`src/rtl/vector_unpacker.sv`:
```
// vector_unpacker: serial-in receiver that rebuilds a packed {~b, ~a} word,
// restores a and b, and presents a, b, a|b and |{a,b} on a valid/ready port.
// Optional trailing even-parity beat enabled by defining VEC_UNPACK_PARITY_EN.
module vector_unpacker #(
    parameter int WIDTH = 3
) (
    input  logic             clk,
    input  logic             rst_n,
    input  logic             s_valid,
    input  logic             s_data,
    input  logic             s_last,
    output logic             s_ready,
    output logic             m_valid,
    input  logic             m_ready,
    output logic [WIDTH-1:0] m_a,
    output logic [WIDTH-1:0] m_b,
    output logic [WIDTH-1:0] m_or_bitwise,
    output logic             m_or_logical,
    output logic             frame_err
);
    localparam int W2 = 2 * WIDTH;
`ifdef VEC_UNPACK_PARITY_EN
    localparam int N = W2 + 1;
`else
    localparam int N = W2;
`endif
    localparam int CW = $clog2(N + 1);

    typedef enum logic [1:0] {IDLE, SHIFT, HOLD, DRAIN} state_t;

    state_t          state_q, state_d;
    logic [W2-1:0]   word_q, word_d, shifted;
    logic [CW-1:0]   count_q, count_d, count_inc;
    logic [WIDTH-1:0] a_q, b_q, orb_q;
    logic            orl_q, err_q, err_d, load, beat, at_end, frame_ok;

    assign s_ready      = state_q != HOLD;
    assign m_valid      = state_q == HOLD;
    assign m_a          = a_q;
    assign m_b          = b_q;
    assign m_or_bitwise = orb_q;
    assign m_or_logical = orl_q;
    assign frame_err    = err_q;

    // Next state: shift data beats, check frame length/parity on the last beat, drain bad frames.
    always_comb begin
        state_d   = state_q;
        word_d    = word_q;
        count_d   = count_q;
        err_d     = 1'b0;
        load      = 1'b0;
        beat      = s_valid && s_ready;
        count_inc = count_q + 1'b1;
        // The parity beat (if any) is checked but never shifted into the word.
        shifted   = (count_q < CW'(W2)) ? {word_q[W2-2:0], s_data} : word_q;
        at_end    = count_inc == CW'(N);
`ifdef VEC_UNPACK_PARITY_EN
        frame_ok  = s_last && ((^word_q) == s_data);
`else
        frame_ok  = s_last;
`endif
        case (state_q)
            IDLE, SHIFT: begin
                if (beat) begin
                    word_d  = shifted;
                    count_d = count_inc;
                    state_d = SHIFT;
                    if (at_end) begin
                        count_d = '0;
                        err_d   = !frame_ok;
                        load    = frame_ok;
                        state_d = frame_ok ? HOLD : (s_last ? IDLE : DRAIN);
                    end else if (s_last) begin
                        count_d = '0;
                        err_d   = 1'b1;
                        state_d = IDLE;
                    end
                end
            end
            HOLD:    state_d = m_ready ? IDLE : HOLD;
            DRAIN:   state_d = (beat && s_last) ? IDLE : DRAIN;
            default: state_d = IDLE;
        endcase
    end

    // State, shift register and registered outputs, loaded when a good frame completes.
    always_ff @(posedge clk or negedge rst_n) begin
        if (!rst_n) begin
            state_q <= IDLE;
            word_q  <= '0;
            count_q <= '0;
            err_q   <= 1'b0;
            a_q     <= '0;
            b_q     <= '0;
            orb_q   <= '0;
            orl_q   <= 1'b0;
        end else begin
            state_q <= state_d;
            word_q  <= word_d;
            count_q <= count_d;
            err_q   <= err_d;
            if (load) begin
                a_q   <= ~shifted[WIDTH-1:0];
                b_q   <= ~shifted[W2-1:WIDTH];
                orb_q <= ~shifted[WIDTH-1:0] | ~shifted[W2-1:WIDTH];
                orl_q <= |(~shifted);
            end
        end
    end
endmodule

```
`config.mk`:
```
export PLATFORM = sky130hd
export DESIGN_NAME = vector_unpacker
export DESIGN_NICKNAME = d
export VERILOG_FILES = /design/src/rtl/vector_unpacker.sv
export SDC_FILE = /design/constraint.sdc
export NUM_CORES = 1
export LEC_CHECK = 0
export ABC_AREA = 1
export CAP_MARGIN = 25
export CORE_ASPECT_RATIO = 0.6
export CORE_MARGIN = 8
export CORE_UTILIZATION = 50
export CTS_BUF_LIST = sky130_fd_sc_hd__clkbuf_4
export CTS_CLUSTER_DIAMETER = 100
export CTS_CLUSTER_SIZE = 25
export DETAILED_ROUTE_END_ITERATION = 16
export PLACE_DENSITY = 0.76
export SYNTH_ARGS = -nofsm -noshare
export SYNTH_HDL_FRONTEND = slang
export SYNTH_SLANG_ARGS = --single-unit
```
`constraint.sdc`:
```
create_clock -name clk -period 2.5 [get_ports clk]
set_clock_uncertainty 0.15 [all_clocks]
set_input_delay 0.25 -clock clk [delete_from_list [all_inputs] [get_ports clk]]
set_output_delay 0.25 -clock clk [all_outputs]
set_load 0.01 [all_outputs]
```
Word-level counts from Yosys, hierarchy flattened
Index checks and enable logic that the tools add are counted.
{"block": "classes", "n_reduce_logical": 7, "n_addsub": 1, "n_bitwise": 4, "n_eq_ne": 6, "magnitude_cmp": 1, "muxes": 17}
{"operator": "$mux W1", "n": 9}
{"operator": "$mux W2", "n": 4}
{"operator": "$mux W3", "n": 2}
{"operator": "$mux W6", "n": 1}
{"operator": "$not A3 Y3", "n": 2}
{"operator": "$not A6 Y6", "n": 1}
{"operator": "$pmux W2 S3", "n": 1}
{"operator": "$reduce_or A6 Y1", "n": 1}
{"operator": "$eq A2 B2 Y1 const B", "n": 2}
{"operator": "$ne A2 B2 Y1 const B", "n": 2}
{"operator": "$add A3 B1 Y3 const B", "n": 1}
{"operator": "$eq A3 B3 Y1 const B", "n": 1}
{"operator": "$lt A3 B3 Y1 const B", "n": 1}
{"operator": "$or A3 B3 Y3", "n": 1}
{"operator": "$eq A2 B1 Y1 const B", "n": 1}
{"operator": "$logic_and A1 B1 Y1", "n": 2}
{"operator": "$logic_not A2 Y1", "n": 1}
{"operator": "$reduce_and A2 Y1", "n": 1}
{"operator": "$reduce_or A2 Y1", "n": 1}
{"operator": "$logic_not A1 Y1", "n": 1}
{"block": "word_totals", "inputBits": 6, "out_inout_bits": 13, "ff_bits": 22}

Depth between registers and ports, before layout
{"block": "logic_depth", "ltp_word": 5, "ltp_mapped": 10}

Worst setup path before layout
Ideal clock, no wire load.
{"block": "synth_timing", "path_type": "register to register", "startpoint": "register count_q[1]", "endpoint": "register a_q[0] (netlist: m_a[0])", "synth_period_minus_slack_ns": 1.471, "n_path_buf": 0, "setup_ns": 0.117, "path_slack_ns": 1.029, "stages_incl_launch_ff": 10, "t_arrival_ns": 1.205, "path_cell_list": "dfrtp_1 -> ha_1 -> nand2_1 -> nand2_2 -> nor2_4 -> nand2_4 -> inv_2 -> nand2_4 -> nand2_1 -> nand2_1"}
{"block": "synth_via", "elab_chain_len": 5}
{"item": "from (decl)", "line_no": "33", "source": "logic [CW-1:0] count_q, count_d, count_inc;"}
{"item": "from (signal assigned)", "line_no": "100", "source": "count_q <= count_d;"}
{"item": "$add A3 B1 Y3", "line_no": "53", "source": "count_inc = count_q + 1'b1;"}
{"item": "$eq A3 B3 Y1", "line_no": "56", "source": "at_end = count_inc == CW'(N);"}
{"item": "$mux W1", "line_no": "68", "source": "if (at_end) begin"}
{"item": "$mux W1", "line_no": "64", "source": "if (beat) begin"}
{"item": "$mux W1", "line_no": "62", "source": "case (state_q)"}
{"item": "to (signal assigned)", "line_no": "103", "source": "a_q <= ~shifted[WIDTH-1:0];"}
{"item": "to (decl)", "line_no": "34", "source": "logic [WIDTH-1:0] a_q, b_q, orb_q;"}
Parallel ways exist; a longest one is shown, timed or not.
A chain may end at the register's enable or synchronous reset.

Final worst setup path
{"block": "layout_timing", "startpoint": "register state_q[1]", "endpoint": "output port m_valid"}
{"block": "layout_via", "elab_chain_len": 1}
{"item": "from (decl)", "line_no": "31", "source": "state_t state_q, state_d;"}
{"item": "from (signal assigned)", "line_no": "98", "source": "state_q <= state_d;"}
{"item": "$eq A2 B2 Y1", "line_no": "38", "source": "assign m_valid = state_q == HOLD;"}
{"item": "to (decl)", "line_no": "13", "source": "output logic m_valid,"}
Every way passes these cells.

==> results.py <==
metrics = {
    "worst_setup_path": {
        "cp.required_ps": 2100,
        "end_kind": "output port",
        "cpPeakStageDelay_ps": 530,
        "cpMaxStageDelayCell": "clkdlybuf4s50_1",
        "r2r_cells": 10,
        "crit_type": "reg2out",
        "crit_chain": "nand2_4, inv_1, clkdlybuf4s50_1",
        "cp_max_fo": 5,
        "crit_arrival_ps": 1460,
        "startpoint_type": "flip-flop",
    },
    "grt": {
        "grt_max_degree": 23,
        "grt_pass1_wl_um": 3660,
        "antenna_found_initial": 0,
        "grt_pass1_vias": 771,
        "track_usage": 0.115,
        "gr-total-overflow": 0,
    },
    "cts": {
        "cts_sinks": 22,
        "tritoncts": "built",
        "cts-htree-levels": 1,
        "cts_buffers": 3,
        "post_cts_buffers": 0,
        "path_clk_slew_ps": 100,
        "clock_path_buffers": 2,
        "hold_buffers": 0,
        "cts-resized-gates": 0,
        "clk_latency_ps": 290,
        "cts-root-buf": "clkbuf_4",
    },
    "route": {
        "drc": 0,
        "routed_wl_um": 2170,
        "dr.pass1.iters": 4,
        "viasPerCell": 4.74,
        "routedWlPerCell_um": 11.9,
        "dr.first_iter.drc_count": 57,
        "vias": 863,
        "ant_nets": 0,
    },
    "floorplanning": {
        "core_area_mm2": 0.00213,
        "row_count": 13,
        "die_w_um": 76.9,
        "initial_core_util": 0.523,
        "die-height_um": 52.6,
        "io-pin-count": 19,
        "die_area_mm2": 0.00404,
    },
    "synthesis": {
        "yosysWarnings": 0,
        "synth_cell_type_count": 23,
        "syn_nets": 140,
        "syn_area_per_cell_um2": 8.44,
        "syn-cell-area_mm2": 0.00111,
        "yosys_register_bits": 22,
        "synthCells": 132,
        "ys_seq_area_frac": 0.494,
    },
    "cells_and_area": {
        "final_common_cell": "nand2_1",
        "final_cell_mix": "53 x nand2_1, 22 x dfrtp_1, 18 x clkdlybuf4s50_1",
        "nets": 162,
        "drive_above_1_share": 0.132,
        "area_growth_pct": 20.6,
        "antennaDiodeCount": 0,
        "nFillCells": 180,
    },
    "sta": {
        "min_period_over_period": 0.744,
        "timing.final.max_slew_violations": 0,
        "clock.fmax_mhz": 538,
        "slew_headroom": 0.766,
        "setup_violations": 0,
        "max_slew.worst_pin.slew_ps": 350,
        "finalHoldViolCount": 0,
        "finalSetupTns_ps": 0,
        "rsz0062_at_grt": "no",
        "finalCriticalPeriod_ps": 1860,
    },
    "power": {
        "finalPower_mw": 1.43,
        "ir_drop_mv": 0.511,
        "leakagePower_nw": 0.699,
        "power.density_mw_per_mm2": 1070,
    },
    "worst_hold_path": {
        "hold_class": "in2async",
    },
    "job": {
        "drv_cap": 0,
    },
    "placed_design": {
        "gp_congestion": 0.846,
        "dp_hpwl_um": 1780,
        "port_buffers": 18,
    },
    "run_status": {
        "status": "complete, no violations",
    },
}
-- layer usage --
metal,vias up,wire length [µm],track usage
met1,386,1050,0.148
met4,0,4,0.0190
met3,2,151,0.0497
met5,-,0,0
li1,455,-,-
met2,20,955,0.178
-- cell usage after synthesis --
cell type	number	area, µm²
nor2_4	3	33.8
o211ai_1	1	7.51
or2_0	2	12.5
nor2_8	1	20.0
ha_1	2	25.0
buf_6	1	11.3
nand2_4	3	33.8
nor2_1	3	11.3
dfrtp_1	22	551
o21ai_2	2	17.5
o21ai_1	6	30.0
o22ai_1	2	12.5
inv_1	11	41.3
inv_4	1	6.26
nand2_2	3	18.8
clkinv_1	1	3.75
o21a_1	2	15.0
inv_2	3	11.3
o21ai_0	2	10.0
nand2_1	53	199
nand3_1	6	30.0
buf_4	1	7.51
a21oi_1	1	5.00
-- metrics by stage --
stage	area, µm²	std cells	worst slack, ps	hold WS (ps)	util
5_1_grt	1340	182	557	146	0.630
2_1_floorplan	1110	132	1030	-196	-
4_1_cts	1340	182	629	131	0.630
6_report	1340	182	641	131	0.630
3_5_place_dp	1320	179	681	307	0.619
3_3_place_gp	1320	179	754	303	0.619
-- critical path: cells and delay by family, from the launching register on --
family	cells	cell delay (ps)
and+or+nand+nor	1	90
DFF	1	480
buffers and inverters	2	590
-- registers in the layout, summed over array words and instances (netlist names) --
signal and flops:
word_q 6, m_a 3, state_q 2, m_b 3, m_or_logical 1, frame_err 1
m_or_bitwise 3, count_q 3
-- power breakdown --
part / switching (mW) / total [mW] / internal, mW / leakage [nW]
sequential: 0.117 / 0.621 / 0.504 / 0.277
combinational: 0.368 / 0.660 / 0.292 / 0.408
clock: 0.0929 / 0.149 / 0.0562 / 0.0138
total: 0.578 / 1.43 / 0.852 / 0.699
-- final timing paths --
kind,slack [ps],start,endpoint
max reg2reg,830,count_q[1],m_a[2]
min,130,rst_n,count_q[1]
min reg2reg,330,m_or_bitwise[1],m_or_bitwise[1]
max,640,state_q[1],m_valid
min in group clk,330,m_or_bitwise[1],m_or_bitwise[1]
max in group asynchronous,1860,rst_n,m_b[0]
-- cell families (layout without fill, tap and decap cells) --
family | Yosys count | count (layout) | synth area share
and+or+nand+nor | 74 | 74 | 0.322
adders and majority gates | 2 | 2 | 0.0225
DFF | 22 | 22 | 0.494
buffers and inverters | 18 | 38 | 0.0730
AOI/OAI and AO/OA | 16 | 16 | 0.0876
-- area by class of cell --
cell class / count / area, µm² / share of cell area
sequential: 22 / 551 / 0.410
multi-input combinational: 92 / 482 / 0.359
timing repair buffer: 19 / 188 / 0.140
inverter: 16 / 62.6 / 0.0466
tap: 30 / 37.5 / 0.0280
clock buffer: 3 / 22.5 / 0.0168
No activity file was read; power rests on OpenSTA's default activity.
